[config.mk]
export PLATFORM = sky130hd
export DESIGN_NAME = axi4l_reg_slave_flat
export DESIGN_NICKNAME = d
export VERILOG_FILES = /design/src/rtl/axi4l_reg_slave_if.sv /design/src/rtl/axi4l_reg_slave.sv /design/src/flat_wrapper.sv
export SDC_FILE = /design/constraint.sdc
export NUM_CORES = 1
export LEC_CHECK = 0
export BUFFER_PORTS_ARGS = -buffer_cell sky130_fd_sc_hd__clkbuf_2
export CELL_PAD_IN_SITES_DETAIL_PLACEMENT = 0
export CELL_PAD_IN_SITES_GLOBAL_PLACEMENT = 1
export CORE_MARGIN = 2
export CORE_UTILIZATION = 30
export DETAILED_ROUTE_END_ITERATION = 8
export PLACE_DENSITY_LB_ADDON = 0.1
export SKIP_LAST_GASP = 1
export SYNTH_ARGS = -nofsm -noshare
export SYNTH_HDL_FRONTEND = slang
export SYNTH_SLANG_ARGS = --single-unit
[constraint.sdc]
create_clock -name aclk -period 2.3 [get_ports aclk]
set_input_delay 0.23 -clock aclk [delete_from_list [all_inputs] [get_ports aclk]]
set_output_delay 0.23 -clock aclk [all_outputs]
set_load 0.03 [all_outputs]
[src/rtl/axi4l_reg_slave_if.sv]
// AXI4-Lite slave bus bundled with the simple register request/ack port of axi4l_reg_slave.
// Latency: none (wires only).
// Backpressure: carried by the AXI READY/VALID pairs and the level reg_req / pulse reg_ack pair.
// Ports: AW/W/B/AR/R channels use lowercase AXI names; reg_* is the register-file side.
// Modport slave = the bridge; modport master = AXI master plus register-file responder.
interface axi4l_reg_slave_if #(
    parameter int ADDR_WIDTH = 32,
    parameter int DATA_WIDTH = 32
) ();
    logic [ADDR_WIDTH-1:0] awaddr;
    logic [3:0]            awcache;
    logic [2:0]            awprot;
    logic                  awvalid;
    logic                  awready;
    logic [DATA_WIDTH-1:0] wdata;
    logic [3:0]            wstrb;
    logic                  wvalid;
    logic                  wready;
    logic [1:0]            bresp;
    logic                  bvalid;
    logic                  bready;
    logic [ADDR_WIDTH-1:0] araddr;
    logic [3:0]            arcache;
    logic [2:0]            arprot;
    logic                  arvalid;
    logic                  arready;
    logic [DATA_WIDTH-1:0] rdata;
    logic [1:0]            rresp;
    logic                  rvalid;
    logic                  rready;
    logic                  reg_req;
    logic                  reg_wr;
    logic [ADDR_WIDTH-1:0] reg_addr;
    logic [DATA_WIDTH-1:0] reg_wdata;
    logic [3:0]            reg_wstrb;
    logic                  reg_ack;
    logic [DATA_WIDTH-1:0] reg_rdata;
    logic                  reg_err;

    modport slave (
        input  awaddr, awcache, awprot, awvalid,
        input  wdata, wstrb, wvalid,
        input  bready,
        input  araddr, arcache, arprot, arvalid,
        input  rready,
        input  reg_ack, reg_rdata, reg_err,
        output awready, wready, bresp, bvalid, arready, rdata, rresp, rvalid,
        output reg_req, reg_wr, reg_addr, reg_wdata, reg_wstrb
    );

    modport master (
        output awaddr, awcache, awprot, awvalid,
        output wdata, wstrb, wvalid,
        output bready,
        output araddr, arcache, arprot, arvalid,
        output rready,
        output reg_ack, reg_rdata, reg_err,
        input  awready, wready, bresp, bvalid, arready, rdata, rresp, rvalid,
        input  reg_req, reg_wr, reg_addr, reg_wdata, reg_wstrb
    );
endinterface

[src/rtl/axi4l_reg_slave.sv]
// AXI4-Lite slave that turns each access into a level reg_req / pulse reg_ack register access.
// Latency: last AW/W or AR handshake in cycle N -> reg_req high in N+2; reg_ack in M -> B/R valid in M+1.
// Backpressure: one access in flight; each channel READY drops while its holding register is full,
// B/R are held until BREADY/RREADY; a silent register file is cut off after TIMEOUT cycles with SLVERR.
// Ports: aclk, aresetn (async active-low), bus (axi4l_reg_slave_if.slave: AXI channels + reg_* port).
module axi4l_reg_slave #(
    parameter int DATA_WIDTH = 32,
    parameter int ADDR_WIDTH = 32,
    parameter int TIMEOUT    = 255
) (
    input  logic             aclk,
    input  logic             aresetn,
    axi4l_reg_slave_if.slave bus
);
    typedef enum logic [2:0] {
        IDLE    = 3'd0,
        WR_REQ  = 3'd1,
        WR_RESP = 3'd2,
        RD_REQ  = 3'd3,
        RD_RESP = 3'd4
    } state_t;

    localparam logic [15:0] TMO_LAST    = 16'(TIMEOUT - 1);
    localparam logic [1:0]  RESP_OKAY   = 2'b00;
    localparam logic [1:0]  RESP_SLVERR = 2'b10;

    state_t                state;
    logic                  rdy_en;      // keeps all READYs low until the first edge after reset release
    logic                  aw_held;
    logic                  w_held;
    logic                  ar_held;
    logic                  rr_ptr;      // 0: write wins a tie, 1: read wins a tie
    logic [ADDR_WIDTH-1:0] aw_addr_q;
    logic [ADDR_WIDTH-1:0] ar_addr_q;
    logic [DATA_WIDTH-1:0] w_data_q;
    logic [3:0]            w_strb_q;
    logic [15:0]           tmo_cnt;

    logic                  hs_aw;
    logic                  hs_w;
    logic                  hs_ar;
    logic                  wr_elig;
    logic                  rd_elig;
    logic                  grant_wr;
    logic                  grant_rd;
    logic                  timeout;
    logic [1:0]            ack_resp;
    logic [DATA_WIDTH-1:0] ack_rdata;
    logic                  unused_ok;

    assign bus.awready = rdy_en & ~aw_held;
    assign bus.wready  = rdy_en & ~w_held;
    assign bus.arready = rdy_en & ~ar_held;

    assign hs_aw = bus.awvalid & bus.awready;
    assign hs_w  = bus.wvalid  & bus.wready;
    assign hs_ar = bus.arvalid & bus.arready;

    assign wr_elig  = aw_held & w_held;
    assign rd_elig  = ar_held;
    assign grant_wr = wr_elig & (~rd_elig | ~rr_ptr);
    assign grant_rd = rd_elig & ~grant_wr;

    // TIMEOUT reg_req-high cycles have elapsed once the count reaches TIMEOUT-1;
    // an ack in that same last cycle still wins.
    assign timeout   = (tmo_cnt == TMO_LAST);
    assign ack_resp  = bus.reg_err ? RESP_SLVERR : RESP_OKAY;
    assign ack_rdata = bus.reg_err ? '0 : bus.reg_rdata;

    // Cache/prot attributes and the byte offset of the addresses carry no meaning here.
    assign unused_ok = ^{bus.awcache, bus.arcache, bus.awprot, bus.arprot,
                         bus.awaddr[1:0], bus.araddr[1:0]};

    always_ff @(posedge aclk or negedge aresetn) begin
        if (!aresetn) begin
            state         <= IDLE;
            rdy_en        <= 1'b0;
            aw_held       <= 1'b0;
            w_held        <= 1'b0;
            ar_held       <= 1'b0;
            rr_ptr        <= 1'b0;
            aw_addr_q     <= '0;
            ar_addr_q     <= '0;
            w_data_q      <= '0;
            w_strb_q      <= '0;
            tmo_cnt       <= '0;
            bus.reg_req   <= 1'b0;
            bus.reg_wr    <= 1'b0;
            bus.reg_addr  <= '0;
            bus.reg_wdata <= '0;
            bus.reg_wstrb <= '0;
            bus.bvalid    <= 1'b0;
            bus.bresp     <= RESP_OKAY;
            bus.rvalid    <= 1'b0;
            bus.rresp     <= RESP_OKAY;
            bus.rdata     <= '0;
        end else begin
            rdy_en <= 1'b1;

            // Channel capture. A held channel has READY low, so capture never
            // coincides with the release done by the FSM below.
            if (hs_aw) begin
                aw_held   <= 1'b1;
                aw_addr_q <= {bus.awaddr[ADDR_WIDTH-1:2], 2'b00};
            end
            if (hs_w) begin
                w_held   <= 1'b1;
                w_data_q <= bus.wdata;
                w_strb_q <= bus.wstrb;
            end
            if (hs_ar) begin
                ar_held   <= 1'b1;
                ar_addr_q <= {bus.araddr[ADDR_WIDTH-1:2], 2'b00};
            end

            case (state)
                IDLE: begin
                    tmo_cnt <= '0;
                    if (grant_wr) begin
                        state         <= WR_REQ;
                        rr_ptr        <= ~rr_ptr;
                        bus.reg_req   <= 1'b1;
                        bus.reg_wr    <= 1'b1;
                        bus.reg_addr  <= aw_addr_q;
                        bus.reg_wdata <= w_data_q;
                        bus.reg_wstrb <= w_strb_q;
                    end else if (grant_rd) begin
                        state        <= RD_REQ;
                        rr_ptr       <= ~rr_ptr;
                        bus.reg_req  <= 1'b1;
                        bus.reg_wr   <= 1'b0;
                        bus.reg_addr <= ar_addr_q;
                    end
                end

                WR_REQ, RD_REQ: begin
                    if (bus.reg_ack || timeout) begin
                        bus.reg_req <= 1'b0;
                        bus.reg_wr  <= 1'b0;
                        if (state == WR_REQ) begin
                            state      <= WR_RESP;
                            bus.bvalid <= 1'b1;
                            bus.bresp  <= bus.reg_ack ? ack_resp : RESP_SLVERR;
                        end else begin
                            state      <= RD_RESP;
                            bus.rvalid <= 1'b1;
                            bus.rresp  <= bus.reg_ack ? ack_resp : RESP_SLVERR;
                            bus.rdata  <= bus.reg_ack ? ack_rdata : '0;
                        end
                    end else begin
                        tmo_cnt <= tmo_cnt + 16'd1;
                    end
                end

                // reg_ack is not looked at in the response states, so a late ack is dropped.
                WR_RESP: begin
                    if (bus.bready) begin
                        state      <= IDLE;
                        bus.bvalid <= 1'b0;
                        aw_held    <= 1'b0;
                        w_held     <= 1'b0;
                    end
                end

                RD_RESP: begin
                    if (bus.rready) begin
                        state      <= IDLE;
                        bus.rvalid <= 1'b0;
                        ar_held    <= 1'b0;
                    end
                end

                default: state <= IDLE;
            endcase
        end
    end
endmodule

[src/flat_wrapper.sv]
// flat-port wrapper written by rule: the top's interface ports become plain ports
module axi4l_reg_slave_flat 
#(
    parameter int DATA_WIDTH = 32,
    parameter int ADDR_WIDTH = 32,
    parameter int TIMEOUT    = 255
)
  (aclk, aresetn, bus_awaddr, bus_awcache, bus_awprot, bus_awvalid, bus_wdata, bus_wstrb, bus_wvalid, bus_bready, bus_araddr, bus_arcache, bus_arprot, bus_arvalid, bus_rready, bus_reg_ack, bus_reg_rdata, bus_reg_err, bus_awready, bus_wready, bus_bresp, bus_bvalid, bus_arready, bus_rdata, bus_rresp, bus_rvalid, bus_reg_req, bus_reg_wr, bus_reg_addr, bus_reg_wdata, bus_reg_wstrb);
  axi4l_reg_slave_if #(.ADDR_WIDTH(ADDR_WIDTH), .DATA_WIDTH(DATA_WIDTH)) bus_i ();
  input  logic aclk;
  input  logic aresetn;
  input wire logic [$bits(bus_i.awaddr)-1:0] bus_awaddr;
  input wire logic [$bits(bus_i.awcache)-1:0] bus_awcache;
  input wire logic [$bits(bus_i.awprot)-1:0] bus_awprot;
  input wire logic [$bits(bus_i.awvalid)-1:0] bus_awvalid;
  input wire logic [$bits(bus_i.wdata)-1:0] bus_wdata;
  input wire logic [$bits(bus_i.wstrb)-1:0] bus_wstrb;
  input wire logic [$bits(bus_i.wvalid)-1:0] bus_wvalid;
  input wire logic [$bits(bus_i.bready)-1:0] bus_bready;
  input wire logic [$bits(bus_i.araddr)-1:0] bus_araddr;
  input wire logic [$bits(bus_i.arcache)-1:0] bus_arcache;
  input wire logic [$bits(bus_i.arprot)-1:0] bus_arprot;
  input wire logic [$bits(bus_i.arvalid)-1:0] bus_arvalid;
  input wire logic [$bits(bus_i.rready)-1:0] bus_rready;
  input wire logic [$bits(bus_i.reg_ack)-1:0] bus_reg_ack;
  input wire logic [$bits(bus_i.reg_rdata)-1:0] bus_reg_rdata;
  input wire logic [$bits(bus_i.reg_err)-1:0] bus_reg_err;
  output wire logic [$bits(bus_i.awready)-1:0] bus_awready;
  output wire logic [$bits(bus_i.wready)-1:0] bus_wready;
  output wire logic [$bits(bus_i.bresp)-1:0] bus_bresp;
  output wire logic [$bits(bus_i.bvalid)-1:0] bus_bvalid;
  output wire logic [$bits(bus_i.arready)-1:0] bus_arready;
  output wire logic [$bits(bus_i.rdata)-1:0] bus_rdata;
  output wire logic [$bits(bus_i.rresp)-1:0] bus_rresp;
  output wire logic [$bits(bus_i.rvalid)-1:0] bus_rvalid;
  output wire logic [$bits(bus_i.reg_req)-1:0] bus_reg_req;
  output wire logic [$bits(bus_i.reg_wr)-1:0] bus_reg_wr;
  output wire logic [$bits(bus_i.reg_addr)-1:0] bus_reg_addr;
  output wire logic [$bits(bus_i.reg_wdata)-1:0] bus_reg_wdata;
  output wire logic [$bits(bus_i.reg_wstrb)-1:0] bus_reg_wstrb;
  assign bus_i.awaddr = bus_awaddr;
  assign bus_i.awcache = bus_awcache;
  assign bus_i.awprot = bus_awprot;
  assign bus_i.awvalid = bus_awvalid;
  assign bus_i.wdata = bus_wdata;
  assign bus_i.wstrb = bus_wstrb;
  assign bus_i.wvalid = bus_wvalid;
  assign bus_i.bready = bus_bready;
  assign bus_i.araddr = bus_araddr;
  assign bus_i.arcache = bus_arcache;
  assign bus_i.arprot = bus_arprot;
  assign bus_i.arvalid = bus_arvalid;
  assign bus_i.rready = bus_rready;
  assign bus_i.reg_ack = bus_reg_ack;
  assign bus_i.reg_rdata = bus_reg_rdata;
  assign bus_i.reg_err = bus_reg_err;
  assign bus_awready = bus_i.awready;
  assign bus_wready = bus_i.wready;
  assign bus_bresp = bus_i.bresp;
  assign bus_bvalid = bus_i.bvalid;
  assign bus_arready = bus_i.arready;
  assign bus_rdata = bus_i.rdata;
  assign bus_rresp = bus_i.rresp;
  assign bus_rvalid = bus_i.rvalid;
  assign bus_reg_req = bus_i.reg_req;
  assign bus_reg_wr = bus_i.reg_wr;
  assign bus_reg_addr = bus_i.reg_addr;
  assign bus_reg_wdata = bus_i.reg_wdata;
  assign bus_reg_wstrb = bus_i.reg_wstrb;
  axi4l_reg_slave #(.DATA_WIDTH(DATA_WIDTH), .ADDR_WIDTH(ADDR_WIDTH), .TIMEOUT(TIMEOUT)) u_core (.aclk(aclk), .aresetn(aresetn), .bus(bus_i));
endmodule
# Word level (Yosys, flattened, before mapping)
# Cells that the tools add are included.
# totals
ff_bits	228
inputBits	155
output_inout_bits	111
elab_cells	107
# classes
n_addsub	1
n_eq_ne	12
mux	41
bitwise	16
n_reduce_logical	16
# op_table
operator	count
$mux 32	4
$pmux 16 s2	1
$mux 1	22
$mux 3	6
$add 16x1->16 const B	1
$eq 16x8->1 const B	1
$mux 16	1
$pmux 3 s4	1
$reduce_and 4->1	3
$and 1x1->1	9
$reduce_and 3->1	3
$ne 2x2->1 const B	4
$pmux 1 s2	4
$reduce_bool 2->1	4
$eq 3x2->1 const B	2
$not 1->1	6
$reduce_and 2->1	3
$mux 2	2
$ne 2x1->1 const B	2
$eq 3x1->1 const B	1
$eq 3x3->1 const B	1
$logic_not 3->1	1
$ne 3x1->1 const B	1
$reduce_or 2->1	1
2 further kinds	2

# Longest topological paths before layout
# depth
word_depth	8
ltp_mapped	7
mapped_depth_nobuf	6

# Worst setup path before layout
# OpenSTA, ideal clock, no wires.
# synth_path
kind	flip-flop to flip-flop
from	reg u_core.tmo_cnt[10]
to	reg u_core.bus.rdata[0]
setup_ns	0.121
arrival_time_ns	1.958
required_ns	2.179
setup_slack_ns	0.221
stages_incl_launch_ff	6
n_path_buf	1
period_less_slack_ns	2.079
path_cell_list	dfrtp_1 > or4_4 > nor4_4 > o21bai_4 > buf_6 > a22o_1
# synth_via
elab_chain_cells	3
# synth_rtl
item	line_no	rtl
start: declaration	axi4l_reg_slave.sv:37	logic [15:0] tmo_cnt;
start signal: assignment	axi4l_reg_slave.sv:151	tmo_cnt <= tmo_cnt + 16'd1;
$eq 16x8->1	axi4l_reg_slave.sv:66	assign timeout = (tmo_cnt == TMO_LAST);
$logic_or 1x1->1	axi4l_reg_slave.sv:137	if (bus.reg_ack || timeout) begin
$reduce_and 3->1 (no source line)	--	
end signal: assignment	axi4l_reg_slave.sv:148	bus.rdata <= bus.reg_ack ? ack_rdata : '0;
end: declaration	axi4l_reg_slave_if.sv:47	output awready, wready, bresp, bvalid, arready, rdata, rresp, rvalid,
# Every way passes these cells.
# A chain may end at the register's enable or synchronous reset.

# Worst setup path after layout
# layout_path
from	reg u_core.tmo_cnt[10]
to	reg u_core.bus.rdata[30]
# The elaborated chain is that of the path after synthesis.

==> reports/qor.yml <==
ys.flop_type: "dfrtp_1"
max_freq_ghz: 0.467
ys_warn_count: 0
fin_worst_skew_ns: 0.0157
ant_nets: 0
synth_cells: 653
cts_made_buffers: 26
grt_pass1_wl_um: 37600
hold_class: "in -> reg"
nets: 1198
r2r_cells: 5
path_clk_slew_ns: 0.06
n_antenna_cell: 0
crit_required_ns: 2.70
core_um2: 29600
dp.cells: 1270
grt_pass1_vias: 7083
hpwl_um: 16000
critPathMaxFanout: 17
cts_tree: "built"
die_width_um: 177
area_growth_pct: 44.3
die_area_um2: 31400
worstHoldStart: "bus_wvalid"
rsz0062_at_grt: "no"
setup_viol: 0
p_per_area_nw_per_um2: 1350
worstHoldPathCells: 3
relSlewSlack_pct: 59.0
grt_max_degree: 62
final_cells: 1451
cts_buffer_depth: 3
clk_latency_ns: 0.53
yosysSeqAreaShare_pct: 62.3
critical_path_class: "reg -> reg"
netlist_area_um2: 8990
synth-async-reset-ratio_pct: 100
tns_ns: 0
wl_um: 23600
drv_slew: 0
arrival_ns: 2.54
rr_startpoint: "u_core.tmo_cnt[10]"
drt_pass1_iterations: 4
die_y_um: 177
layout_commonest_cell: "clkbuf_2"
synth_area_leaders: "dfrtp_1 62%, mux2_2 17%, mux2i_1 4.1%"
min_to: "u_core.w_held"
tightest_slew_ns: 0.615
synth_edf_count: 0
p_leak_nw: 6.25
routed_via_density: 4.56
ff2ff_setup_slack_ns: 0.16
overflow: 0
design_area_um2: 13000
rr_endpoint: "u_core.bus.rdata[30]"
io_buffers: 243
drtIter0Drc: 222
ys_ff_latch: 224
irDropWorstVdd_v: 0.000618
cts_setup_buffers: 0
synth_top_area_share_pct: 62.3
finalCriticalPeriod_ns: 2.14
syn_avg_cell_area_um2: 13.8
wl_per_cell_um: 16.3
start_util_pct: 30.4
hold_violations: 0
clock_sink_count: 224
synth_area_leader_cell: "dfrtp_1"
htreeDepth: 1
drive_gt1_share_pct: 42.7
ys_types: 50
fillCellCount: 2756
cp-end-kind: "register"
worst_slack_ns: 0.158
io-pin-count: 266
cts_root_buf: "clkbuf_16"
place_area_um2: 10800
vias: 6614
place_ws_ns: 0.0737
maxCapViolCount: 0
status: "completed"
finalCritPeriodShare_pct: 93.1
track_usage_pct: 14.9
antenna_found_initial: 0
startpoint_type: "register"
num_rows: 63
gp_congestion: 0.775
drc: 0
layout_common_cells: "242 x clkbuf_2, 224 x dfrtp_1, 132 x mux2_2, 132 x dlygate4sd3_1, 41 x nor2_1"
-- where the power goes --
group / internal [mW] / leakage (nW) / total, mW / switching (mW)
Combinational: 2.77 / 3.08 / 6.75 / 3.97
Clock: 2.46 / 0.429 / 4.05 / 1.58
Sequential: 5.74 / 2.74 / 6.72 / 0.981
Total: 11.0 / 6.25 / 17.5 / 6.53
-- final cells by class --
type	count	area (µm²)	area share (%)
inverters	6	22.5	0.174
flip-flops and latches	224	5610	43.2
well taps	390	488	3.76
clock buffers	36	738	5.69
multi-input cells	388	3220	24.8
clock inverters	12	124	0.954
repair buffers	395	2790	21.5
-- flip-flops by register name, summed over array words and instances (netlist names), 3 cells and up --
signal and cells:
u_core.state 3, u_core.w_strb_q 4, u_core.aw_addr_q 30, u_core.bus.reg_wstrb 4
u_core.w_data_q 32, u_core.bus.reg_addr 30, u_core.tmo_cnt 16, u_core.bus.reg_wdata 32
u_core.ar_addr_q 30, u_core.bus.rdata 32
-- synthesized netlist by cell type, types with 2 or more instances --
library cell	n
dfrtp_1	224
mux2_2	132
nor2_1	43
a21oi_1	38
mux2i_1	37
a22o_1	32
clkbuf_1	26
nand2_1	17
nand3_1	8
nor3_1	7
inv_1	6
o21ai_0	6
buf_2	5
nor2b_1	5
or3_1	5
a2bb2oi_1	4
buf_4	4
buf_6	4
nand4_1	4
a21boi_0	3
nand2b_1	3
o211ai_1	3
or2_2	3
and3_1	2
conb_1	2
ha_1	2
nor4_1	2
o21a_1	2
o21ai_1	2
o31ai_1	2
-- how the worst max path moves through the flow --
stage | endpoint | from | depth (start not counted)
2_1_floorplan | u_core.bus.rdata[0] | u_core.tmo_cnt[10] | 5
3_3_place_gp | u_core.bus.rdata[4] | u_core.tmo_cnt[10] | 5
3_5_place_dp | u_core.bus.rdata[20] | u_core.tmo_cnt[10] | 5
4_1_cts | u_core.bus.rdata[23] | u_core.tmo_cnt[10] | 5
5_1_grt | u_core.bus.rdata[30] | u_core.tmo_cnt[10] | 5
6_report | u_core.bus.rdata[30] | u_core.tmo_cnt[10] | 5
-- through the flow --
stage / power [mW] / hold slack [ns] / util, %
6_report: 17.5 / 0.0274 / 43.9
3_5_place_dp: 13.4 / 0.221 / 36.5
2_1_floorplan: 11.3 / -0.0656 / -
4_1_cts: 17.8 / 0.0112 / 43.8
5_1_grt: 18.6 / 0.0472 / 43.9
3_3_place_gp: 13.1 / 0.216 / 36.5
-- cells by family after synthesis --
kind of cell / count (synthesis) / synth area share, %
muxes: 169 / 20.6
other: 2 / 0.0835
DFF: 224 / 62.3
buffers and inverters: 45 / 2.45
AOI/OAI and AO/OA: 101 / 8.01
xor gates and xnor gates: 1 / 0.0974
and+or+nand+nor: 109 / 6.11
adders and majority gates: 2 / 0.278
-- routing by layer --
layer	GRT usage (%)	vias up	share of wire (%)
met5	0	-	0
met4	4.13	0	2.6
met3	3.84	45	5.7
met2	25.8	147	50
met1	18.3	3301	42
li1	-	3121	-
-- critical path, stage by stage (launching register included) --
cell      delay (ns)
dfrtp_1         0.42
or4_4           0.57
nor4_4          0.36
buf_12          0.19
o21bai_4        0.18
a22o_1          0.30
-- repair_timing --
| action | 4_1_cts | 5_1_grt |
|---|---|---|
| endpoints found under the hold margin | 188 | 0 |
| gates resized for setup | 0 | 1 |
| hold buffers | 132 | 0 |
| endpoints found under the setup margin | 0 | 32 |
(Power assumes the default switching activity.)
